--- src/rtl/seq_mux_pkg.sv ---
// Shared types and constants for the seq_mux_rr registered multiplexer.
package seq_mux_pkg;

    typedef enum logic {
        MODE_FIXED = 1'b0,
        MODE_RR    = 1'b1
    } mode_e;

    localparam int unsigned CNT_W = 16;
    localparam logic [CNT_W-1:0] CNT_MAX = {CNT_W{1'b1}};

    // Channel-index width; never narrower than one bit.
    function automatic int unsigned sel_width(int unsigned n);
        return (n > 1) ? $clog2(n) : 1;
    endfunction

endpackage

--- src/rtl/seq_mux_rr_if.sv ---
// Channel-side and sink-side handshake bundle for seq_mux_rr.
// slave: the multiplexer; master: the sources/sink driving it.
interface seq_mux_rr_if
    import seq_mux_pkg::*;
#(
    parameter int unsigned WIDTH = 8,
    parameter int unsigned NCH   = 4
);
    localparam int unsigned SELW = sel_width(NCH);

    logic [NCH*WIDTH-1:0] in_data;
    logic [NCH-1:0]       in_valid;
    logic [NCH-1:0]       in_ready;
    logic [WIDTH-1:0]     out_data;
    logic [SELW-1:0]      out_chan;
    logic                 out_valid;
    logic                 out_ready;

    modport slave (
        input  in_data, in_valid, out_ready,
        output in_ready, out_data, out_chan, out_valid
    );

    modport master (
        output in_data, in_valid, out_ready,
        input  in_ready, out_data, out_chan, out_valid
    );

endinterface

--- src/rtl/rr_arbiter.sv ---
// Combinational round-robin arbiter: the first requester after ptr wins,
// scanning upward with wrap-around modulo NCH.
module rr_arbiter
    import seq_mux_pkg::*;
#(
    parameter  int unsigned NCH  = 4,
    localparam int unsigned SELW = sel_width(NCH)
) (
    input  logic [NCH-1:0]  req,
    input  logic [SELW-1:0] ptr,
    output logic [NCH-1:0]  gnt,
    output logic [SELW-1:0] gnt_idx,
    output logic            any
);

    logic [SELW-1:0] idx;

    // Priority scan starting one past the last winner.
    always_comb begin
        gnt     = '0;
        gnt_idx = '0;
        any     = 1'b0;
        idx     = '0;
        for (int unsigned k = 1; k <= NCH; k++) begin
            idx = SELW'((32'(ptr) + k) % NCH);
            if (!any && req[idx]) begin
                any      = 1'b1;
                gnt[idx] = 1'b1;
                gnt_idx  = idx;
            end
        end
    end

endmodule

--- src/rtl/seq_mux_rr.sv ---
// NCH:1 registered multiplexer with valid/ready handshake, fixed-select or
// round-robin arbitration and a single output register stage.
// Optional: define SEQ_MUX_STATS_EN to add the saturating xfer_cnt output.
module seq_mux_rr
    import seq_mux_pkg::*;
#(
    parameter  int unsigned WIDTH = 8,
    parameter  int unsigned NCH   = 4,
    localparam int unsigned SELW  = sel_width(NCH)
) (
    input  logic            clk,
    input  logic            rst,
    input  mode_e           mode,
    input  logic [SELW-1:0] sel,
    seq_mux_rr_if.slave     bus
`ifdef SEQ_MUX_STATS_EN
    ,
    output logic [CNT_W-1:0] xfer_cnt
`endif
);

    logic [NCH-1:0]   rr_gnt;
    logic [SELW-1:0]  rr_idx;
    logic             rr_any;
    logic [NCH-1:0]   fix_gnt;
    logic [NCH-1:0]   gnt;
    logic [SELW-1:0]  gnt_idx;
    logic             any_gnt;
    logic             load_en;
    logic             xfer;

    logic             out_valid_q;
    logic [WIDTH-1:0] out_data_q;
    logic [SELW-1:0]  out_chan_q;
    logic [SELW-1:0]  rr_ptr_q;

    rr_arbiter #(
        .NCH(NCH)
    ) u_arb (
        .req    (bus.in_valid),
        .ptr    (rr_ptr_q),
        .gnt    (rr_gnt),
        .gnt_idx(rr_idx),
        .any    (rr_any)
    );

    // Fixed-select decode; an out-of-range sel grants nobody.
    always_comb begin
        fix_gnt = '0;
        if ({1'b0, sel} < (SELW + 1)'(NCH)) begin
            fix_gnt[sel] = bus.in_valid[sel];
        end
    end

    // Grant selection and handshake; the output register may drain and
    // refill in the same cycle.
    always_comb begin
        if (mode == MODE_RR) begin
            gnt     = rr_gnt;
            gnt_idx = rr_idx;
            any_gnt = rr_any;
        end else begin
            gnt     = fix_gnt;
            gnt_idx = sel;
            any_gnt = |fix_gnt;
        end
        load_en      = !out_valid_q || bus.out_ready;
        xfer         = any_gnt && load_en && !rst;
        bus.in_ready = gnt & {NCH{load_en && !rst}};
    end

    // Output register stage and round-robin pointer.
    always_ff @(posedge clk) begin
        if (rst) begin
            out_valid_q <= 1'b0;
            out_data_q  <= '0;
            out_chan_q  <= '0;
            rr_ptr_q    <= SELW'(NCH - 1);
        end else if (xfer) begin
            out_valid_q <= 1'b1;
            out_data_q  <= bus.in_data[32'(gnt_idx) * WIDTH +: WIDTH];
            out_chan_q  <= gnt_idx;
            // Pointer only advances on round-robin wins so FIXED periods keep it.
            if (mode == MODE_RR) begin
                rr_ptr_q <= gnt_idx;
            end
        end else if (bus.out_ready) begin
            out_valid_q <= 1'b0;
        end
    end

    assign bus.out_valid = out_valid_q;
    assign bus.out_data  = out_data_q;
    assign bus.out_chan  = out_chan_q;

`ifdef SEQ_MUX_STATS_EN
    logic [CNT_W-1:0] xfer_cnt_q;

    // Saturating count of output handshakes.
    always_ff @(posedge clk) begin
        if (rst) begin
            xfer_cnt_q <= '0;
        end else if (out_valid_q && bus.out_ready && (xfer_cnt_q != CNT_MAX)) begin
            xfer_cnt_q <= xfer_cnt_q + 1'b1;
        end
    end

    assign xfer_cnt = xfer_cnt_q;
`endif

endmodule
--- src/flat_wrapper.sv ---
// flat-port wrapper written by rule: the top's interface ports become plain ports
module seq_mux_rr_flat import seq_mux_pkg::*;
#(
    parameter  int unsigned WIDTH = 8,
    parameter  int unsigned NCH   = 4,
    localparam int unsigned SELW  = sel_width(NCH)
)
  (clk, rst, mode, sel, bus_in_data, bus_in_valid, bus_out_ready, bus_in_ready, bus_out_data, bus_out_chan, bus_out_valid);
  seq_mux_rr_if #(.WIDTH(WIDTH), .NCH(NCH)) bus_i ();
  input  logic clk;
  input  logic rst;
  input  mode_e mode;
  input  logic [SELW-1:0] sel;
  input wire logic [$bits(bus_i.in_data)-1:0] bus_in_data;
  input wire logic [$bits(bus_i.in_valid)-1:0] bus_in_valid;
  input wire logic [$bits(bus_i.out_ready)-1:0] bus_out_ready;
  output wire logic [$bits(bus_i.in_ready)-1:0] bus_in_ready;
  output wire logic [$bits(bus_i.out_data)-1:0] bus_out_data;
  output wire logic [$bits(bus_i.out_chan)-1:0] bus_out_chan;
  output wire logic [$bits(bus_i.out_valid)-1:0] bus_out_valid;
  assign bus_i.in_data = bus_in_data;
  assign bus_i.in_valid = bus_in_valid;
  assign bus_i.out_ready = bus_out_ready;
  assign bus_in_ready = bus_i.in_ready;
  assign bus_out_data = bus_i.out_data;
  assign bus_out_chan = bus_i.out_chan;
  assign bus_out_valid = bus_i.out_valid;
  seq_mux_rr #(.WIDTH(WIDTH), .NCH(NCH)) u_core (.clk(clk), .rst(rst), .mode(mode), .sel(sel), .bus(bus_i));
endmodule
--- config.mk ---
export PLATFORM = sky130hd
export DESIGN_NAME = seq_mux_rr_flat
export DESIGN_NICKNAME = d
export VERILOG_FILES = /design/src/rtl/seq_mux_pkg.sv /design/src/rtl/seq_mux_rr_if.sv /design/src/rtl/rr_arbiter.sv /design/src/rtl/seq_mux_rr.sv /design/src/flat_wrapper.sv
export SDC_FILE = /design/constraint.sdc
export NUM_CORES = 1
export LEC_CHECK = 0
export ABC_AREA = 1
export CAP_MARGIN = 10
export CELL_PAD_IN_SITES_DETAIL_PLACEMENT = 0
export CELL_PAD_IN_SITES_GLOBAL_PLACEMENT = 1
export CORE_MARGIN = 2
export CORE_UTILIZATION = 29
export DETAILED_ROUTE_END_ITERATION = 8
export HOLD_SLACK_MARGIN = 0.05
export MAX_ROUTING_LAYER = met4
export PLACE_DENSITY = 0.87
export SLEW_MARGIN = 20
export SYNTH_ARGS = -nofsm -noshare
export SYNTH_HDL_FRONTEND = slang
export SYNTH_SLANG_ARGS = --single-unit
--- constraint.sdc ---
create_clock -name clk -period 2.6 [get_ports clk]
set_input_delay 0.39 -clock clk [delete_from_list [all_inputs] [get_ports clk]]
set_output_delay 0.39 -clock clk [all_outputs]
set_load 0.005 [all_outputs]
Yosys cells after proc, flatten, opt, wreduce, memory -nomap -nowiden
Index checks and enable logic that the tools add are counted.
Storage, ports and cells
  output and inout bits: 15
  register bits after elaboration: 13
  logic and storage cells: 81
Cells by class
  shift operators: 1
  $add $sub $neg: 4
  magnitude comparators: 10
  muxes and demuxes: 37
  reduce and logical (&&, ||, !) cells: 20
  bitwise gates (word level): 5
Operators with widths (number)
  32-bit by 6-bit indexed part select with 8-bit output: 1
  4-bit two-way mux: 5
  1-bit two-way mux: 17
  2-bit by 3-bit less-than comparator with 1-bit output, second input constant: 5
  4-bit OR: 3
  1-bit logical AND: 11
  1-bit binary-select mux with 2-bit select: 5
  1-bit demux with 2-bit select: 5
  2-bit by 1-bit greater-or-equal comparator with 1-bit output, second input constant: 5
  2-bit two-way mux: 5
  4-bit bitwise AND: 2
  1-bit zero test: 5
  2-bit by 1-bit adder with 2-bit output, second input constant: 2
  2-bit adder, second input constant: 2
  4-bit OR reduction: 1
  2-bit AND reduction: 1
  2-bit nonzero test: 1
  1-bit logical OR: 1

Longest topological paths before layout
Gate-level depths: netlist of the first run.
  depth in word-level cells: 17
  gate-level depth with buffers: 17
  mapped depth without buffers: 17

Hierarchy
Synthesis of the first run repeated with hierarchy kept, for this count alone.
Unflattened totals
  cell total of the unflattened synthesis: 285
  area total of the unflattened synthesis: 1646.6 um2
By module, submodules not included
  seq_mux_rr: area each 1188.6 um2, instances 1, cells an instance 211
  rr_arbiter: area each 457.9 um2, instances 1, cells an instance 74

Worst setup path after synthesis of the first run
OpenSTA, ideal clock, no wires.
  path type: register to output
  start: reg u_core.rr_ptr_q[1]
  end: out bus_in_ready[0]
  cell stages (with the launch flop): 11
  required time: 2210 ps
  buffers on the path: 0
  setup slack: 317 ps
  arrival time: 1893 ps
  cell sequence: dfxtp_1 -> inv_1 -> ha_1 -> inv_1 -> nand2_2 -> nand2_4 -> nor2_4 -> nand4_1 -> inv_1 -> a21oi_1 -> a221oi_1
Between the ends
  cells in the longest elaborated chain, start to end: 15
Ends and longest elaborated chain
  from (decl): line seq_mux_rr.sv:35  | logic [SELW-1:0] rr_ptr_q;
  from (signal assigned): line seq_mux_rr.sv:78  | rr_ptr_q <= SELW'(NCH - 1);
  from (signal assigned): line seq_mux_rr.sv:85  | rr_ptr_q <= gnt_idx;
  branches (longest 12 deep; another with 2-bit by 3-bit less-than comparator with 1-bit output)
  4-bit two-way mux (*): line rr_arbiter.sv:26  | if (!any && req[idx]) begin
  4-bit two-way mux (*): line seq_mux_rr.sv:58  | if (mode == MODE_RR) begin
  4-bit bitwise AND (*): line seq_mux_rr.sv:69  | bus.in_ready = gnt & {NCH{load_en && !rst}};
  to (decl): line flat_wrapper.sv:17  | output wire logic [$bits(bus_i.in_ready)-1:0] bus_in_ready;
Mark *: on every way between the ends. The select of a mux whose other input is x is not followed.

Worst setup path after layout of the first run
  start: reg u_core.rr_ptr_q[0]
  end: out bus_in_ready[1]
Same word-level chain as after synthesis.

==> results.sh, run 1 <==
export IMPL_drc_errors=0
export IMPL_clk_pin_slew_ns=0.06
export IMPL_hold_worst_slack_ns=0.468
export IMPL_dpl_instance_area_um2=2250
export IMPL_yosys_register_bits=13
export IMPL_period_share_pct=94.4
export IMPL_clk_latency_ns=0.24
export IMPL_final_common_cell="nand2_1"
export IMPL_synth_avg_cell_area_um2=5.85
export IMPL_hold_path_class="flop to flop"
export IMPL_core_area_um2=4790
export IMPL_path_max_fanout=4
export IMPL_stdcell_area_um2=2380
export IMPL_grt_max_degree=20
export IMPL_synth_nets=300
export IMPL_cp_start_kind="flop"
export IMPL_worstSetupPathType="flop to output port"
export IMPL_synth_distinct_cells=30
export IMPL_final_setup_tns_ns=0
export IMPL_setup_viol=0
export IMPL_finalHoldViolCount=0
export IMPL_maxCapViolCount=0
export IMPL_cp_startpoint="u_core.rr_ptr_q[0]"
export IMPL_power_w=0.00137
export IMPL_critPathRequiredTime_ns=2.21
export IMPL_drt_total_wl_mm=4.76
export IMPL_crit_slowest_cell="dfxtp_2"
export IMPL_final_cell_mix="nand2_1, clkdlybuf4s50_1, nand3_1, inv_1, buf_4"
export IMPL_fp_dieW_um=75.0
export IMPL_skew_ns=0.000502
export IMPL_fin_nets=384
export IMPL_initial_utilization_pct=30.6
export IMPL_final_antenna_net_count=0
export IMPL_antenna_found_initial=0
export IMPL_grt_pass1_vias=1752
export IMPL_diodes=0
export IMPL_drive_above_1_share_pct=20.7
export IMPL_numCtsBuffers=3
export IMPL_vias=1831
export IMPL_area_growth_pct=62.4
export IMPL_cp_endpoint="bus_in_ready[1]"
export IMPL_die_area_um2=5630
export IMPL_slew_violations=0
export IMPL_min_from="u_core.bus.out_data[1]"
export IMPL_leakage_nw=1.24
export IMPL_holdBufCountCts=0
export IMPL_crit_chain="inv_2 -> ha_4 -> inv_2 -> nand2_4 -> nand2_4 -> nor2_4 -> nand4_1 -> o2111ai_2 -> nand2_1 -> a21oi_1 -> dlygate4sd2_1"
export IMPL_dp_hpwl_mm=3.73
export IMPL_regToRegStartpoint="u_core.rr_ptr_q[0]"
export IMPL_critPathMaxStageDelay_ns=0.34
export IMPL_fin_crit_ns=2.45
export IMPL_r2r_setup_slack_ns=0.47
export IMPL_status="completed"
export IMPL_slew_headroom_pct=75.3
export IMPL_via_per_inst=4.58
export IMPL_gp_congestion=0.956
export IMPL_cp_arrival_ns=2.06
export IMPL_max_freq_ghz=0.407
export IMPL_synth_seq_area_share_pct=17.8
export IMPL_reg2reg_depth=15
export IMPL_ir_drop_mv=0.340
export IMPL_reg2reg_to="u_core.bus.out_data[6]"
export IMPL_tightestPinTransition_ns=0.370
export IMPL_io_buffers=56
export IMPL_grt_pass1_wl_mm=7.76
export IMPL_syn_area_um2=1460
export IMPL_die_height_um=75.0
export IMPL_firstDrtPassIters=5
export IMPL_cts_tree="built"
export IMPL_io_pins=57
export IMPL_ys_warn_count=0
export IMPL_clockBufferDepth=2
export IMPL_drtIter0Drc=98
export IMPL_clockRootBuffer="clkbuf_8"
export IMPL_overflow=0
export IMPL_rows=25
export IMPL_grt_total_usage_pct=18.0
export IMPL_htree_levels=1
export IMPL_powerDensity_nw_per_um2=577
export IMPL_wire_per_inst_um=11.9
export IMPL_synthCells=250
export IMPL_clock_sinks=13
export IMPL_end_kind="output port"
-- timing repair --
action	4_1_cts	5_1_grt
pin swaps	1	6
gates resized for setup	13	15
endpoints found under the hold margin	0	0
endpoints found under the setup margin	4	4
setup buffers	2	3
-- routing by layer --
layer / part of all wire [%] / global-route usage (%) / vias up
met1: 46 / 23.2 / 798
met5: 0 / - / -
met2: 48 / 29.9 / 59
li1: - / - / 967
met4: 0.92 / 3.97 / 0
met3: 4.6 / 2.54 / 7
-- per-stage QoR --
stage	instances	setup slack [ns]	utilization (%)
2_1_floorplan	250	0.317	-
3_3_place_gp	391	-0.226	47.1
3_5_place_dp	391	-0.307	47.1
6_report	400	0.145	49.6
5_1_grt	400	-0.00337	49.6
4_1_cts	397	0.0685	48.5
-- state kept, by name (all words and copies together) (netlist names) --
name	flops
u_core.rr_ptr_q	2
u_core.bus.out_chan	2
u_core.bus.out_valid	1
u_core.bus.out_data	8
-- final cells by class --
| class | count | area (um2) |
|---|---|---|
| Clock buffer | 4 | 45.0 |
| Inverter | 44 | 165 |
| Fill cell | 484 | 2410 |
| Multi-Input combinational cell | 188 | 1040 |
| Timing Repair Buffer | 84 | 781 |
| Tap cell | 67 | 83.8 |
| Sequential cell | 13 | 263 |
-- where the power goes --
group | total [W] | internal (W) | switching [W] | leakage (nW)
clock network | 0.000183 | 0.000108 | 0.0000751 | 0.0228
registers | 0.000262 | 0.000239 | 0.0000221 | 0.107
logic | 0.000927 | 0.000437 | 0.000490 | 1.11
total | 0.00137 | 0.000785 | 0.000587 | 1.24
-- cell usage after synthesis --
library cell,n,area share [%]
nand3_2,3,2.1
o21bai_4,1,1.3
nor2_4,2,1.5
inv_1,41,11
buf_6,2,1.5
a21boi_0,1,0.51
o21ai_0,6,2.1
clkbuf_1,1,0.26
a31oi_1,1,0.43
nand2_1,81,21
a21oi_2,1,0.60
o211ai_1,1,0.51
nor2_1,9,2.3
a2bb2oi_1,1,0.60
o22ai_1,1,0.43
ha_1,8,6.8
buf_2,1,0.34
o2111ai_1,2,1.2
nand2_2,11,4.7
nand3_1,41,14
a21oi_1,5,1.7
nor3_1,2,0.68
nand2_4,2,1.5
dfxtp_1,13,18
o21bai_1,1,0.51
a221oi_1,2,1.2
o21ai_2,1,0.60
nand4_1,5,2.1
inv_2,3,0.77
buf_4,1,0.51
-- cell families (layout without fill, tap and decap cells) --
family	after synthesis	in the layout	share of synthesized area [%]
buf+inv	49	132	13.9
fa+ha+maj	8	8	6.84
simple gates	156	156	49.8
flops	13	13	17.8
compound gates	24	24	11.6
-- how the worst min path moves through the flow --
| stage | endpoint | slack (ns) | cells past startpoint |
|---|---|---|---|
| after floorplan | u_core.bus.out_data[1] | 0.46 | 2 |
| after global placement | u_core.bus.out_data[1] | 0.46 | 2 |
| after detailed placement | u_core.bus.out_data[2] | 0.46 | 2 |
| after CTS | u_core.bus.out_data[2] | 0.47 | 2 |
| after global routing | u_core.bus.out_data[1] | 0.50 | 2 |
| final | u_core.bus.out_data[1] | 0.47 | 2 |
-- worst max-delay path: cells and delay by family (launching register included) --
| kind | cells | cell delay (ns) |
|---|---|---|
| AOI/OAI and AO/OA | 2 | 0.34 |
| and+or+nand+nor | 5 | 0.50 |
| adders and majority gates | 1 | 0.29 |
| buffers and inverters | 3 | 0.37 |
| DFF | 1 | 0.34 |
Power figures use the tool's default switching activity.
==> run 2: changes to the inputs <==
--- a/config.mk
+++ b/config.mk
@@ -19,3 +19,4 @@
 export SYNTH_ARGS = -nofsm -noshare
 export SYNTH_HDL_FRONTEND = slang
 export SYNTH_SLANG_ARGS = --single-unit
+export TNS_END_PERCENT = 5
==> run 2 against run 1 <==
  * The flow now finishes with violations (negative setup slack)
  * Total power fell by 2.0%
  * Count of clock-buffer cells in the layout did not move
  * Fmax fell by 8.5%
  * Critical endpoint is now bus_in_ready[3]
==> results.sh, run 2 (synthesis results as in run 1) <==
export IMPL_via_per_inst=4.53
export IMPL_min_to="u_core.bus.out_data[1]"
export IMPL_status="complete, but fails checks"
export IMPL_reg2reg_depth=18
export IMPL_grt_max_degree=20
export IMPL_violations="negative setup slack"
export IMPL_dp_hpwl_mm=3.73
export IMPL_slew_violations=0
export IMPL_clockBufferDepth=2
export IMPL_core_area_um2=4790
export IMPL_skew_ns=0.00106
export IMPL_reg2reg_to="u_core.bus.out_data[2]"
export IMPL_crit_chain="inv_2 -> ha_4 -> inv_1 -> nand2_2 -> nand2_4 -> nor2_4 -> nand4_1 -> buf_4 -> buf_4 -> o2111ai_1 -> o21bai_1 -> inv_1 -> dlygate4sd2_1"
export IMPL_path_max_fanout=4
export IMPL_antenna_found_initial=0
export IMPL_r2r_setup_slack_ns=0.45
export IMPL_numCtsBuffers=3
export IMPL_clock_sinks=13
export IMPL_clk_pin_slew_ns=0.06
export IMPL_fp_dieW_um=75.0
export IMPL_hold_path_class="flop to flop"
export IMPL_rsz0062_at_grt="true"
export IMPL_fin_crit_ns=2.68
export IMPL_cp_start_kind="flop"
export IMPL_min_from="u_core.bus.out_data[1]"
export IMPL_final_cells=399
export IMPL_period_share_pct=103
export IMPL_end_kind="output port"
export IMPL_pre_cts_ws_ns=-0.307
export IMPL_gp_congestion=0.956
export IMPL_cts_tree="built"
export IMPL_drtIter0Drc=105
export IMPL_largest_reg_flops=8
export IMPL_die_height_um=75.0
export IMPL_cp_arrival_ns=2.29
export IMPL_area_growth_pct=60.1
export IMPL_drt_total_wl_mm=4.77
export IMPL_vias=1809
export IMPL_slew_headroom_pct=75.3
export IMPL_critPathMaxStageDelay_ns=0.33
export IMPL_regToRegStartpoint="u_core.rr_ptr_q[1]"
export IMPL_wire_per_inst_um=11.9
export IMPL_setup_viol=1
export IMPL_clk_latency_ns=0.24
export IMPL_overflow=0
export IMPL_clockRootBuffer="clkbuf_8"
export IMPL_critPathRequiredTime_ns=2.21
export IMPL_rows=25
export IMPL_final_common_cell="nand2_1"
export IMPL_io_pins=57
export IMPL_grt_total_usage_pct=18.0
export IMPL_ir_drop_mv=0.341
export IMPL_worstSetupPathType="flop to output port"
export IMPL_maxCapViolCount=0
export IMPL_worst_slack_ns=-0.0843
export IMPL_grt_pass1_vias=1747
export IMPL_diodes=0
export IMPL_leakage_nw=1.23
export IMPL_io_buffers=56
export IMPL_htree_levels=1
export IMPL_dp_cells=391
export IMPL_max_freq_ghz=0.373
export IMPL_fillCellCount=490
export IMPL_powerDensity_nw_per_um2=574
export IMPL_firstDrtPassIters=4
export IMPL_drc_errors=0
export IMPL_die_area_um2=5630
export IMPL_final_cell_mix="nand2_1, clkdlybuf4s50_1, nand3_1, inv_1, buf_4"
export IMPL_final_antenna_net_count=0
export IMPL_tightestPinTransition_ns=0.371
export IMPL_fin_nets=383
export IMPL_finalHoldViolCount=0
export IMPL_initial_utilization_pct=30.6
export IMPL_drive_above_1_share_pct=19.3
export IMPL_whs_path_depth=2
export IMPL_crit_slowest_cell="dfxtp_2"
export IMPL_grt_pass1_wl_mm=7.75
==> run 2: worst max-delay path by stage <==
stage                                  start         endpoint  slack, ns  cells past startpoint
final                     u_core.rr_ptr_q[1]  bus_in_ready[3]      -0.08                     13
after global routing      u_core.rr_ptr_q[1]  bus_in_ready[3]      -0.26                     13
after CTS                    bus_in_valid[3]  bus_in_ready[1]      -0.16                     11
after detailed placement     bus_in_valid[0]  bus_in_ready[0]      -0.31                     11
after global placement       bus_in_valid[0]  bus_in_ready[0]      -0.23                     11
after floorplan           u_core.rr_ptr_q[1]  bus_in_ready[0]       0.32                     10
==> run 2: what timing repair did <==
action / in CTS / in global routing
endpoints found under the setup margin: 4 / 4
pin swaps: 0 / 1
hold buffers: 0 / 0
resized for setup: 12 / 9
buffers inserted: 1 / 3
==> run 2: layout make-up <==
cell class | count | area [um2] | area share, %
multi-input cells | 188 | 1020 | 43.5
clock buffers | 4 | 45.0 | 1.92
flip-flops and latches | 13 | 263 | 11.2
well taps | 67 | 83.8 | 3.58
repair buffers | 83 | 766 | 32.7
inverters | 44 | 165 | 7.05
==> run 2: per-layer routing <==
metal / up-vias / wire length, um / GRT usage, %
li1: 962 / - / -
met1: 792 / 2240 / 23.1
met2: 49 / 2310 / 29.9
met3: 6 / 183 / 2.54
met4: 0 / 36 / 3.97
met5: - / 0 / -
==> run 2: worst max-delay path: cells and delay by family (launching register included) <==
| kind | cells | cell delay [ns] |
|---|---|---|
| DFF | 1 | 0.33 |
| adders and majority gates | 1 | 0.28 |
| buffers and inverters | 6 | 0.72 |
| and+or+nand+nor | 4 | 0.47 |
| AOI/OAI and AO/OA | 2 | 0.25 |
==> run 2: report_power, final <==
group	switching (W)	internal, W	leakage, nW
logic	0.000477	0.000422	1.10
clock network	0.0000752	0.000108	0.0228
registers	0.0000215	0.000239	0.107
==> run 2: per-stage QoR <==
stage               setup TNS, ns  hold WS (ns)  cell area [um2]  power [W]  util [%]
finish                    -0.0843         0.468             2340    0.00134      48.9
global route               -0.393         0.500             2340    0.00147      48.9
CTS                        -0.156         0.474             2310    0.00133      48.4
detailed placement         -0.883         0.462             2250    0.00113      47.1
global placement           -0.683         0.460             2250    0.00114      47.1
floorplan                       0         0.463             1460   0.000755         -
